==> config.mk <==
export PLATFORM = sky130hd
export DESIGN_NAME = lte_cp_strip_mc
export DESIGN_NICKNAME = d
export VERILOG_FILES = /design/src/rtl/lte_cp_strip_mc_pkg.sv /design/src/rtl/lte_cp_len_lut.sv /design/src/rtl/lte_cp_strip_mc.sv
export SDC_FILE = /design/constraint.sdc
export NUM_CORES = 1
export LEC_CHECK = 0
export CORE_MARGIN = 1
export CORE_UTILIZATION = 51
export CTS_CLUSTER_SIZE = 14
export DETAILED_ROUTE_END_ITERATION = 8
export PLACE_DENSITY = 0.9
export SETUP_SLACK_MARGIN = 0.02
export SLEW_MARGIN = 40
export SYNTH_ARGS = -nofsm -noshare
export SYNTH_HDL_FRONTEND = slang
export SYNTH_SLANG_ARGS = --single-unit
==> constraint.sdc <==
create_clock -name Clk -period 10.1 [get_ports Clk]
set_clock_uncertainty 0.2 [all_clocks]
set_input_delay 1.515 -clock Clk [delete_from_list [all_inputs] [get_ports Clk]]
set_output_delay 1.515 -clock Clk [all_outputs]
set_load 0.005 [all_outputs]
==> src/rtl/lte_cp_strip_mc_pkg.sv <==
`default_nettype none
// +----------------------------------------------------------------------+
// | lte_cp_strip_mc_pkg                                                  |
// | FFT size codes, CP base lengths, symbols per slot and FSM states.    |
// | Rev 1.0                                                              |
// +----------------------------------------------------------------------+
package lte_cp_strip_mc_pkg;

    localparam int C_FFT_NUM_NBIT = 3;
    localparam int C_CNT_NBIT     = 12;
    localparam int C_SYM_NBIT     = 3;
    localparam int C_CP_LEN_NBIT  = 10;

    localparam logic [C_FFT_NUM_NBIT-1:0] C_FFT_2048 = 3'd0;
    localparam logic [C_FFT_NUM_NBIT-1:0] C_FFT_1536 = 3'd1;
    localparam logic [C_FFT_NUM_NBIT-1:0] C_FFT_1024 = 3'd2;
    localparam logic [C_FFT_NUM_NBIT-1:0] C_FFT_512  = 3'd3;
    localparam logic [C_FFT_NUM_NBIT-1:0] C_FFT_256  = 3'd4;
    localparam logic [C_FFT_NUM_NBIT-1:0] C_FFT_128  = 3'd5;

    localparam logic [C_CP_LEN_NBIT-1:0] C_CP_BASE_NORM_FIRST = 10'd160;
    localparam logic [C_CP_LEN_NBIT-1:0] C_CP_BASE_NORM       = 10'd144;
    localparam logic [C_CP_LEN_NBIT-1:0] C_CP_BASE_EXT        = 10'd512;

    localparam logic [C_SYM_NBIT-1:0] C_LAST_SYM_NORM = 3'd6;
    localparam logic [C_SYM_NBIT-1:0] C_LAST_SYM_EXT  = 3'd5;

    typedef enum logic [1:0] {
        ST_IDLE = 2'd0,
        ST_CP   = 2'd1,
        ST_BODY = 2'd2
    } state_t;

    function automatic logic fft_legal(input logic [C_FFT_NUM_NBIT-1:0] code);
        return (code <= C_FFT_128);
    endfunction

endpackage
`default_nettype wire

==> src/rtl/lte_cp_len_lut.sv <==
`default_nettype none
// +----------------------------------------------------------------------+
// | lte_cp_len_lut                                                       |
// | Maps {FFT size code, CP type, first symbol} to {NFFT, CP length}.    |
// | Rev 1.0                                                              |
// +----------------------------------------------------------------------+
module lte_cp_len_lut
    import lte_cp_strip_mc_pkg::*;
(
    input  logic [C_FFT_NUM_NBIT-1:0] i_fft_num,
    input  logic                      i_cp_type,
    input  logic                      i_first_sym,
    output logic [C_CNT_NBIT-1:0]     o_nfft,
    output logic [C_CP_LEN_NBIT-1:0]  o_cp_len
);

    logic [C_CP_LEN_NBIT-1:0] w_base;
    logic [21:0]              w_prod;

    always_comb begin
        o_nfft = 12'd2048;
        case (i_fft_num)
            C_FFT_2048: o_nfft = 12'd2048;
            C_FFT_1536: o_nfft = 12'd1536;
            C_FFT_1024: o_nfft = 12'd1024;
            C_FFT_512:  o_nfft = 12'd512;
            C_FFT_256:  o_nfft = 12'd256;
            C_FFT_128:  o_nfft = 12'd128;
            default:    o_nfft = 12'd2048;
        endcase
    end

    assign w_base = i_cp_type   ? C_CP_BASE_EXT :
                    i_first_sym ? C_CP_BASE_NORM_FIRST : C_CP_BASE_NORM;

    // base*NFFT/2048 is exact for every legal size, so a shift suffices
    assign w_prod   = 22'(w_base) * 22'(o_nfft);
    assign o_cp_len = C_CP_LEN_NBIT'(w_prod >> 11);

endmodule
`default_nettype wire

==> src/rtl/lte_cp_strip_mc.sv <==
`default_nettype none
// +----------------------------------------------------------------------+
// | lte_cp_strip_mc                                                      |
// | Multi-channel CP removal and symbol framer for the LTE FFT engine.   |
// | Rev 1.0                                                              |
// +----------------------------------------------------------------------+
module lte_cp_strip_mc
    import lte_cp_strip_mc_pkg::*;
#(
    parameter int BIT_WIDTH = 16,
    parameter int NUM_CH    = 2
) (
    input  logic                        Clk,
    input  logic                        Reset_n,
    input  logic [2:0]                  FFT_num,
    input  logic                        CP_type,
    input  logic [NUM_CH*BIT_WIDTH-1:0] Din_i,
    input  logic [NUM_CH*BIT_WIDTH-1:0] Din_q,
    input  logic                        Din_h,
    input  logic                        Din_s,
    input  logic                        Din_v,
    output logic [NUM_CH*BIT_WIDTH-1:0] Dout_i,
    output logic [NUM_CH*BIT_WIDTH-1:0] Dout_q,
    output logic                        Dout_v,
    output logic                        Dout_sop,
    output logic                        Dout_eop,
    output logic [2:0]                  Dout_sym,
    output logic                        Dout_fst_cp,
    output logic                        Dout_err
);

    state_t                   r_state;
    logic [C_CNT_NBIT-1:0]    r_cnt;
    logic [C_SYM_NBIT-1:0]    r_sym;
    logic [C_FFT_NUM_NBIT-1:0] r_fft;
    logic                     r_cp;

    logic [C_CNT_NBIT-1:0]    w_nfft;
    logic [C_CP_LEN_NBIT-1:0] w_cp_len;
    logic [C_SYM_NBIT-1:0]    w_last_sym;
    logic                     w_s, w_h, w_in_body, w_eop, w_fwd, w_err, w_cp_last;

    lte_cp_len_lut u_lut (
        .i_fft_num   (r_fft),
        .i_cp_type   (r_cp),
        .i_first_sym (r_sym == 3'd0),
        .o_nfft      (w_nfft),
        .o_cp_len    (w_cp_len)
    );

    assign w_s        = Din_v & Din_s;
    assign w_h        = Din_v & Din_h;
    assign w_last_sym = r_cp ? C_LAST_SYM_EXT : C_LAST_SYM_NORM;
    assign w_cp_last  = (r_cnt == (C_CNT_NBIT'(w_cp_len) - 12'd1));
    assign w_in_body  = Din_v & (r_state == ST_BODY);
    assign w_eop      = w_in_body & (r_cnt == (w_nfft - 12'd1));
    // A slot start inside BODY is CP sample 0 of the new slot, unless it lands on the eop
    assign w_fwd      = w_in_body & (~w_s | w_eop);
    assign w_err      = (w_h & ~w_s & ~((r_state == ST_CP) && (r_cnt == 12'd0)))
                      | (w_s & ~fft_legal(FFT_num))
                      | (w_s & w_in_body & ~w_eop);

    always_ff @(posedge Clk or negedge Reset_n) begin
        if (!Reset_n) begin
            r_state     <= ST_IDLE;
            r_cnt       <= '0;
            r_sym       <= '0;
            r_fft       <= '0;
            r_cp        <= 1'b0;
            Dout_v      <= 1'b0;
            Dout_sop    <= 1'b0;
            Dout_eop    <= 1'b0;
            Dout_sym    <= '0;
            Dout_fst_cp <= 1'b0;
            Dout_err    <= 1'b0;
        end else begin
            if (w_s) begin
                r_fft <= FFT_num;
                r_cp  <= CP_type;
                r_sym <= '0;
                if (fft_legal(FFT_num)) begin
                    r_state <= ST_CP;
                    r_cnt   <= 12'd1;
                end else begin
                    r_state <= ST_IDLE;
                    r_cnt   <= '0;
                end
            end else if (Din_v) begin
                case (r_state)
                    ST_CP: begin
                        if (w_cp_last) begin
                            r_state <= ST_BODY;
                            r_cnt   <= '0;
                        end else begin
                            r_cnt <= r_cnt + 12'd1;
                        end
                    end
                    ST_BODY: begin
                        if (w_eop) begin
                            r_cnt <= '0;
                            if (r_sym == w_last_sym) begin
                                r_state <= ST_IDLE;
                            end else begin
                                r_sym   <= r_sym + 3'd1;
                                r_state <= ST_CP;
                            end
                        end else begin
                            r_cnt <= r_cnt + 12'd1;
                        end
                    end
                    default: r_state <= ST_IDLE;
                endcase
            end

            Dout_v   <= w_fwd;
            Dout_sop <= w_fwd & (r_cnt == 12'd0);
            Dout_eop <= w_eop;
            Dout_err <= w_err;
            if (w_fwd) begin
                Dout_sym    <= r_sym;
                Dout_fst_cp <= ~r_cp & (r_sym == 3'd0);
            end
        end
    end

    for (genvar c = 0; c < NUM_CH; c++) begin : g_ch
        logic [BIT_WIDTH-1:0] r_i;
        logic [BIT_WIDTH-1:0] r_q;

        always_ff @(posedge Clk or negedge Reset_n) begin
            if (!Reset_n) begin
                r_i <= '0;
                r_q <= '0;
            end else if (w_fwd) begin
                r_i <= Din_i[c*BIT_WIDTH +: BIT_WIDTH];
                r_q <= Din_q[c*BIT_WIDTH +: BIT_WIDTH];
            end
        end

        assign Dout_i[c*BIT_WIDTH +: BIT_WIDTH] = r_i;
        assign Dout_q[c*BIT_WIDTH +: BIT_WIDTH] = r_q;
    end

endmodule
`default_nettype wire
==> flow_metrics.py, run 1 <==
metrics = {
    "power_and_ir_drop": {
        "seq_power_share_pct": 43.8,
        "vdd_drop_max_uv": 143,
        "power.switching_uw": 349,
        "powerDensity_mw_per_mm2": 166,
        "clockPowerShare_pct": 21.9,
        "p_leak_nw": 3.11,
        "comb_power_share_pct": 34.3,
        "switching_share_pct": 30.5,
        "p_int_uw": 796,
    },
    "clocking": {
        "clockBufferDepth": 2,
        "cts.clk_slew.worst_paths_ns": 0.09,
        "h-tree-depth": 3,
        "cts_resized": 0,
        "cts_tree": "yes",
        "cts_hold_buf": 0,
        "postCtsSetupBuffers": 0,
        "cts_sinks": 93,
        "numCtsBuffers": 9,
        "root_buffer": "clkbuf_8",
        "clk_latency_ns": 0.36,
    },
    "run": {
        "cap_violations": 0,
    },
    "finish": {
        "antennaDiodeCount": 0,
        "layout.nets": 707,
        "syn_to_final_growth_pct": 33.0,
        "drive_gt1_share_pct": 16.7,
    },
    "timing": {
        "setup_viol": 0,
        "finalSetupTns_ns": 0,
        "finalCritPeriodShare_pct": 68.1,
        "slew_violations": 0,
        "rsz0062_at_grt": "false",
        "fin_crit_ns": 6.88,
        "fmax_ghz": 0.145,
        "tightest_slew_ns": 0.750,
        "setup_slack_ns": 3.22,
        "final-hold-violation-count": 0,
        "relSlewSlack_pct": 50.0,
    },
    "synth": {
        "ys_warn_count": 0,
        "ys_seq_area_share_pct": 45.0,
        "synth-edff-count": 0,
        "synth_area_per_cell_um2": 11.1,
        "async_flop_share_pct": 100,
        "ys_seq_elements": 93,
        "ys_types": 58,
        "syn_inst": 464,
        "synth_flop_cell": "dfrtp_1",
        "syn_area_mm2": 0.00517,
    },
    "die": {
        "fp-row-count": 36,
        "design.core.area_mm2": 0.00982,
        "die_w_um": 103,
        "pin_count": 145,
        "die-area_mm2": 0.0105,
        "start_util_pct": 52.7,
        "fp.dieH_um": 103,
    },
    "critical_path": {
        "crit_start": "r_fft[1]",
        "max_stage_delay_ns": 0.75,
        "cp.required_ns": 10.13,
        "crit_top_cell": "ha_1",
        "cp-end-kind": "register",
        "cp_top_family": "adder cells",
        "path_cells": "inv_1, ha_1, nor2_1, nand2_1, a21o_1, nor2_1, ha_1, ha_1, inv_1, fa_1, inv_1, ha_1, ha_1, ha_1, inv_1, fa_1, or2b_1, nor3b_4, xor2_1, xnor2_1, or4_1, or4_1, a31oi_1, o21ai_0",
        "start_kind": "register",
        "r2r_start": "r_fft[1]",
        "cp_max_fo": 14,
        "cp_data_arrival_time_ns": 6.91,
        "crit_slowest_cell": "or4_1",
        "worst-path-buf-inv": 4,
        "critical_path_class": "reg2reg",
    },
    "detailed_routing": {
        "wirelength_um": 12000,
        "ant_nets": 0,
        "via_per_inst": 5.47,
        "num_vias": 4013,
        "drt_pass1_iterations": 4,
        "drc": 0,
        "routedWlPerCell_um": 16.4,
        "drt_iter0_markers": 180,
    },
    "global_routing": {
        "grt_pass1_wl_um": 18700,
        "use_met1_pct": 27.6,
        "grt-ovfl-total": 0,
        "top_usage_layer": "met2",
        "gr-usage-met3_pct": 7.73,
        "grt_start_max_net_pins": 84,
        "grtUsageMet2_pct": 38.5,
        "antenna_found_initial": 0,
        "grt_pass1_vias": 3960,
        "grt_use_total_pct": 23.0,
    },
    "placement": {
        "hpwl_um": 9110,
        "portBuffers": 144,
        "place_congestion": 0.876,
        "dp_slack_ns": 3.29,
    },
    "min_path": {
        "hp-class": "reg2reg",
        "worstHoldStart": "g_ch[1].r_i[6]",
    },
    "run_status": {
        "status": "finished, final reports clean",
    },
}
## Yosys cell counts (4+ instances only)
library cell	instances	area share, %
nand2_1	27	2.0
o21ai_0	9	0.87
ha_1	35	8.5
xnor2_1	16	2.7
nor2b_1	10	1.2
mux2_2	71	15
a31oi_1	4	0.48
nor3b_1	4	0.58
xor2_1	9	1.5
mux2i_1	4	0.77
a21oi_1	10	0.97
o211ai_1	7	1.0
nand2b_1	4	0.48
nand3_1	15	1.5
inv_1	29	2.1
dfrtp_1	93	45
clkbuf_1	16	1.2
nor2_1	21	1.5
nor3_1	21	2.0
and2_1	4	0.48
buf_2	4	0.39
## power groups by stage
stage,Sequential [mW],Combinational (mW),Clock (mW)
after CTS,0.500,0.396,0.253
after global placement,0.501,0.377,0
after global routing,0.511,0.430,0.267
final,0.501,0.393,0.251
after detailed placement,0.507,0.393,0
after floorplan,0.482,0.236,0
## cells by family after synthesis
logic type	after synthesis	synth area share [%]
buffers and inverters	56	4.89
other	1	0.0725
flip-flops	93	45.0
AND/OR/NAND/NOR	126	13.1
multiplexers	75	16.2
XOR/XNOR	26	4.69
AO/OA/AOI/OAI	49	6.43
adder cells (fa/ha/maj)	38	9.63
## cell type report
type,instances,area (um2)
Clock inverter,5,60.1
Sequential cell,93,2330
Inverter,29,109
Clock buffer,10,138
Tap cell,133,166
Multi-Input combinational cell,316,2610
Fill cell,753,2940
Timing Repair Buffer,147,1470
## layout by cell type (no fill, tap or decap), types with 2 or more instances in the layout
cell             Yosys  layout
a21o_1               3       3
a21oi_1             10       9
a31oi_1              4       4
and2_1               4       4
and3_1               2       2
buf_4                0       2
buf_6                2       2
clkbuf_8             1      10
clkdlybuf4s50_1      0     143
conb_1               1       2
dfrtp_1             93      93
fa_1                 3       3
ha_1                35      35
inv_1               29      29
mux2_2              71      71
mux2i_1              4       4
nand2_1             27      27
nand2b_1             4       4
nand3_1             15      15
nor2_1              21      20
nor2b_1             10      10
nor3_1              21      21
nor3b_1              4       4
nor4_1               3       3
o211a_1              2       2
o211ai_1             7       7
o21a_1               2       2
o21ai_0              9       9
or4_1                3       3
xnor2_1             16      16
xor2_1               9       9
## worst paths after layout
kind,end,slack [ns],cells past startpoint
max in group asynchronous,r_cp,7.98,2
worst min register to register,g_ch[1].r_i[6],0.31,1
worst max-delay path,r_cnt[0],3.22,24
worst min-delay path,g_ch[1].r_i[6],0.31,1
min in group asynchronous,g_ch[0].r_q[4],0.77,1
worst max register to register,r_cnt[0],3.22,24
## registers in the layout (all words and copies together), names as in the netlist
register     count
r_state          2
r_cnt           12
Dout_v           1
r_sym            3
g_ch.r_q        32
r_fft            3
r_cp             1
Dout_fst_cp      1
Dout_err         1
g_ch.r_i        32
Dout_sop         1
Dout_eop         1
Dout_sym         3
## through the flow
stage	power, mW	hold slack (ns)	util (%)	area (um2)	cells
after floorplan	0.718	0.288	-	5180	465
after global placement	0.878	0.288	68.0	6670	718
after detailed placement	0.900	0.295	68.0	6680	718
after CTS	1.15	0.314	70.0	6880	733
after global routing	1.21	0.329	70.1	6880	733
final	1.14	0.312	70.1	6880	733
## routing by layer
metal  vias to the layer above  routed length, um
met2                       158               6200
met5                         -                  0
met3                        21                973
met1                      1957               4600
li1                       1877                  -
met4                         0                229
Power figures use the tool's default switching activity.
==> run 2: changes to the inputs <==
--- a/config.mk
+++ b/config.mk
@@ -6,10 +6,10 @@
 export NUM_CORES = 1
 export LEC_CHECK = 0
 export CORE_MARGIN = 1
-export CORE_UTILIZATION = 51
+export CORE_UTILIZATION = 49
 export CTS_CLUSTER_SIZE = 14
 export DETAILED_ROUTE_END_ITERATION = 8
-export PLACE_DENSITY = 0.9
+export PLACE_DENSITY = 0.88
 export SETUP_SLACK_MARGIN = 0.02
 export SLEW_MARGIN = 40
 export SYNTH_ARGS = -nofsm -noshare
==> constraint.sdc (replaced) <==
create_clock -name Clk -period 6.95 [get_ports Clk]
set_clock_uncertainty 0.2 [all_clocks]
set_input_delay 1.0425 -clock Clk [delete_from_list [all_inputs] [get_ports Clk]]
set_output_delay 1.0425 -clock Clk [all_outputs]
set_load 0.005 [all_outputs]
==> run 2 against run 1 <==
Global-route usage decreased by 0.51 points. Flip-flop and latch count unchanged. Total power grew 49%. Core utilization shrank 2.6 points. Clock-buffer cell count unchanged. Clock power grew 65%. Cell count is 0.82% higher. Routed wire length shrank 1.9%. Die area is 4.0% higher. Setup slack got worse by 2.9 ns. Critical path type unchanged.
==> flow_metrics.py, run 2 (synthesis results as in run 1) <==
metrics = {
    "detailed_routing": {
        "ant_nets": 0,
        "routedWlPerCell_um": 15.9,
        "num_vias": 3995,
        "drt_iter0_markers": 291,
        "via_per_inst": 5.41,
        "drt_pass1_iterations": 4,
        "drc": 0,
        "wirelength_um": 11800,
    },
    "critical_path": {
        "worst-path-buf-inv": 4,
        "cp_top_family": "adder cells",
        "cp_max_fo": 14,
        "crit_slowest_cell": "or4_4",
        "cp-end-kind": "register",
        "path_cells": "inv_1, ha_1, nor2_1, nand2_1, a21o_1, nor2_1, ha_1, ha_1, inv_1, fa_1, inv_1, ha_1, ha_1, ha_1, inv_1, fa_1, or2b_1, nor3b_4, xor2_1, xnor2_1, or4_1, or4_4, a31oi_1, o21ai_0",
        "critical_path_class": "reg2reg",
        "start_kind": "register",
        "crit_top_cell": "ha_1",
        "cp_data_arrival_time_ns": 6.62,
        "max_stage_delay_ns": 0.60,
        "cp.required_ns": 6.99,
    },
    "run": {
        "cap_violations": 0,
    },
    "global_routing": {
        "grt_pass1_vias": 4002,
        "antenna_found_initial": 0,
        "grt-ovfl-total": 0,
        "grt_pass1_wl_um": 19400,
        "grt_start_max_net_pins": 86,
        "grt_use_total_pct": 22.5,
    },
    "clocking": {
        "cts.clk_slew.worst_paths_ns": 0.09,
        "h-tree-depth": 3,
        "cts_hold_buf": 0,
        "clockBufferDepth": 2,
        "clk_latency_ns": 0.37,
        "numCtsBuffers": 9,
        "root_buffer": "clkbuf_8",
        "cts_tree": "yes",
        "cts_sinks": 93,
    },
    "finish": {
        "finish.utilization_pct": 67.5,
        "fillers": 782,
        "design_area_mm2": 0.00694,
        "layout.nets": 709,
        "largestRegisters": "g_ch.r_i x32, g_ch.r_q x32, r_cnt x12",
        "syn_to_final_growth_pct": 34.2,
        "antennaDiodeCount": 0,
        "drive_gt1_share_pct": 17.2,
        "layout_common_cells": "clkdlybuf4s50_1 (143), dfrtp_1 (93), mux2_2 (71)",
        "final_common_cell": "clkdlybuf4s50_1",
    },
    "power_and_ir_drop": {
        "powerDensity_mw_per_mm2": 247,
        "vdd_drop_max_uv": 169,
        "p_total_mw": 1.71,
        "seq_power_share_pct": 42.3,
        "comb_power_share_pct": 33.6,
        "power.switching_uw": 514,
        "clockPowerShare_pct": 24.1,
        "switching_share_pct": 30.0,
        "p_int_mw": 1.20,
        "p_leak_nw": 3.13,
    },
    "placement": {
        "place_congestion": 0.910,
        "placed_area_mm2": 0.00670,
        "portBuffers": 144,
        "hpwl_um": 8780,
    },
    "timing": {
        "tightest_slew_ns": 0.775,
        "rsz0062_at_grt": "false",
        "finalCritPeriodShare_pct": 94.7,
        "whs_ns": 0.281,
        "setup_viol": 0,
        "finalSetupTns_ns": 0,
        "relSlewSlack_pct": 47.9,
        "fmax_ghz": 0.152,
        "final-hold-violation-count": 0,
        "slew_violations": 0,
        "fin_crit_ns": 6.58,
    },
    "die": {
        "design.core.area_mm2": 0.0103,
        "start_util_pct": 50.3,
        "pin_count": 145,
        "fp-row-count": 37,
        "fp.dieH_um": 105,
        "die_w_um": 105,
        "die-area_mm2": 0.0110,
    },
    "min_path": {
        "hp-class": "in2async",
    },
    "run_status": {
        "status": "finished, final reports clean",
    },
}
[run 2: cell count changes in the layout (fill, tap and decap cells not counted)]
cell	previous run	this run
clkbuf_8	10	11
or4_4	0	1
or4_1	3	2
bufinv_16	1	2
buf_6	2	1
clkinv_4	1	0
inv_8	0	1
buf_4	2	4
[run 2: worst reg2reg max path, cell delays in order, from the launching register on]
cell and delay, ns:
dfrtp_1 0.51, inv_1 0.13, ha_1 0.46, nor2_1 0.19
nand2_1 0.10, a21o_1 0.23, nor2_1 0.10, ha_1 0.24
ha_1 0.27, inv_1 0.05, fa_1 0.52, inv_1 0.04
ha_1 0.19, ha_1 0.27, ha_1 0.16, inv_1 0.05
fa_1 0.52, or2b_1 0.28, nor3b_4 0.23, xor2_1 0.20
xnor2_1 0.08, or4_1 0.50, or4_4 0.60, a31oi_1 0.22
o21ai_0 0.11
[run 2: metal layers]
layer / GRT usage (%) / vias up / wire length, um
met2: 37.3 / 153 / 6000
met3: 7.80 / 20 / 938
met4: 9.05 / 0 / 254
li1: - / 1885 / -
met1: 26.8 / 1937 / 4580
met5: 0 / - / 0
[run 2: timing repair]
action,CTS,global route
setup endpoints to repair,0,7
gates resized for setup,0,1
setup buffers,0,0
[run 2: final cells by class]
cell class	count	area [um2]	share of cell area [%]
Timing Repair Buffer	149	1490	21.4
Clock buffer	10	138	1.98
Inverter	29	109	1.57
Clock inverter	6	92.6	1.33
Tap cell	136	170	2.45
Sequential cell	93	2330	33.5
Multi-Input combinational cell	316	2620	37.7
[run 2: power by group through the flow]
stage	registers, mW	clock network, mW	logic [mW]
after floorplan	0.701	0	0.343
final	0.724	0.413	0.575
after CTS	0.724	0.423	0.578
after detailed placement	0.734	0	0.573
after global routing	0.738	0.442	0.631
after global placement	0.725	0	0.556
[run 2: through the flow]
step,std cells,worst slack (ns)
4_1_cts,739,0.225
2_1_floorplan,465,0.573
3_5_place_dp,723,0.280
5_1_grt,739,0.0725
6_report,739,0.368
3_3_place_gp,723,0.489
[run 2: worst paths after layout]
kind                                     start         endpoint  slack, ns  cells past startpoint
worst max-delay path                  r_fft[1]         r_cnt[4]       0.37                     24
worst min register to register  g_ch[1].r_q[0]   g_ch[1].r_q[0]       0.31                      1
max in group asynchronous              Reset_n         Dout_err       5.39                      2
worst min-delay path                   Reset_n  g_ch[0].r_i[11]       0.28                      1
worst max register to register        r_fft[1]         r_cnt[4]       0.37                     24
min in group Clk                g_ch[1].r_q[0]   g_ch[1].r_q[0]       0.31                      1
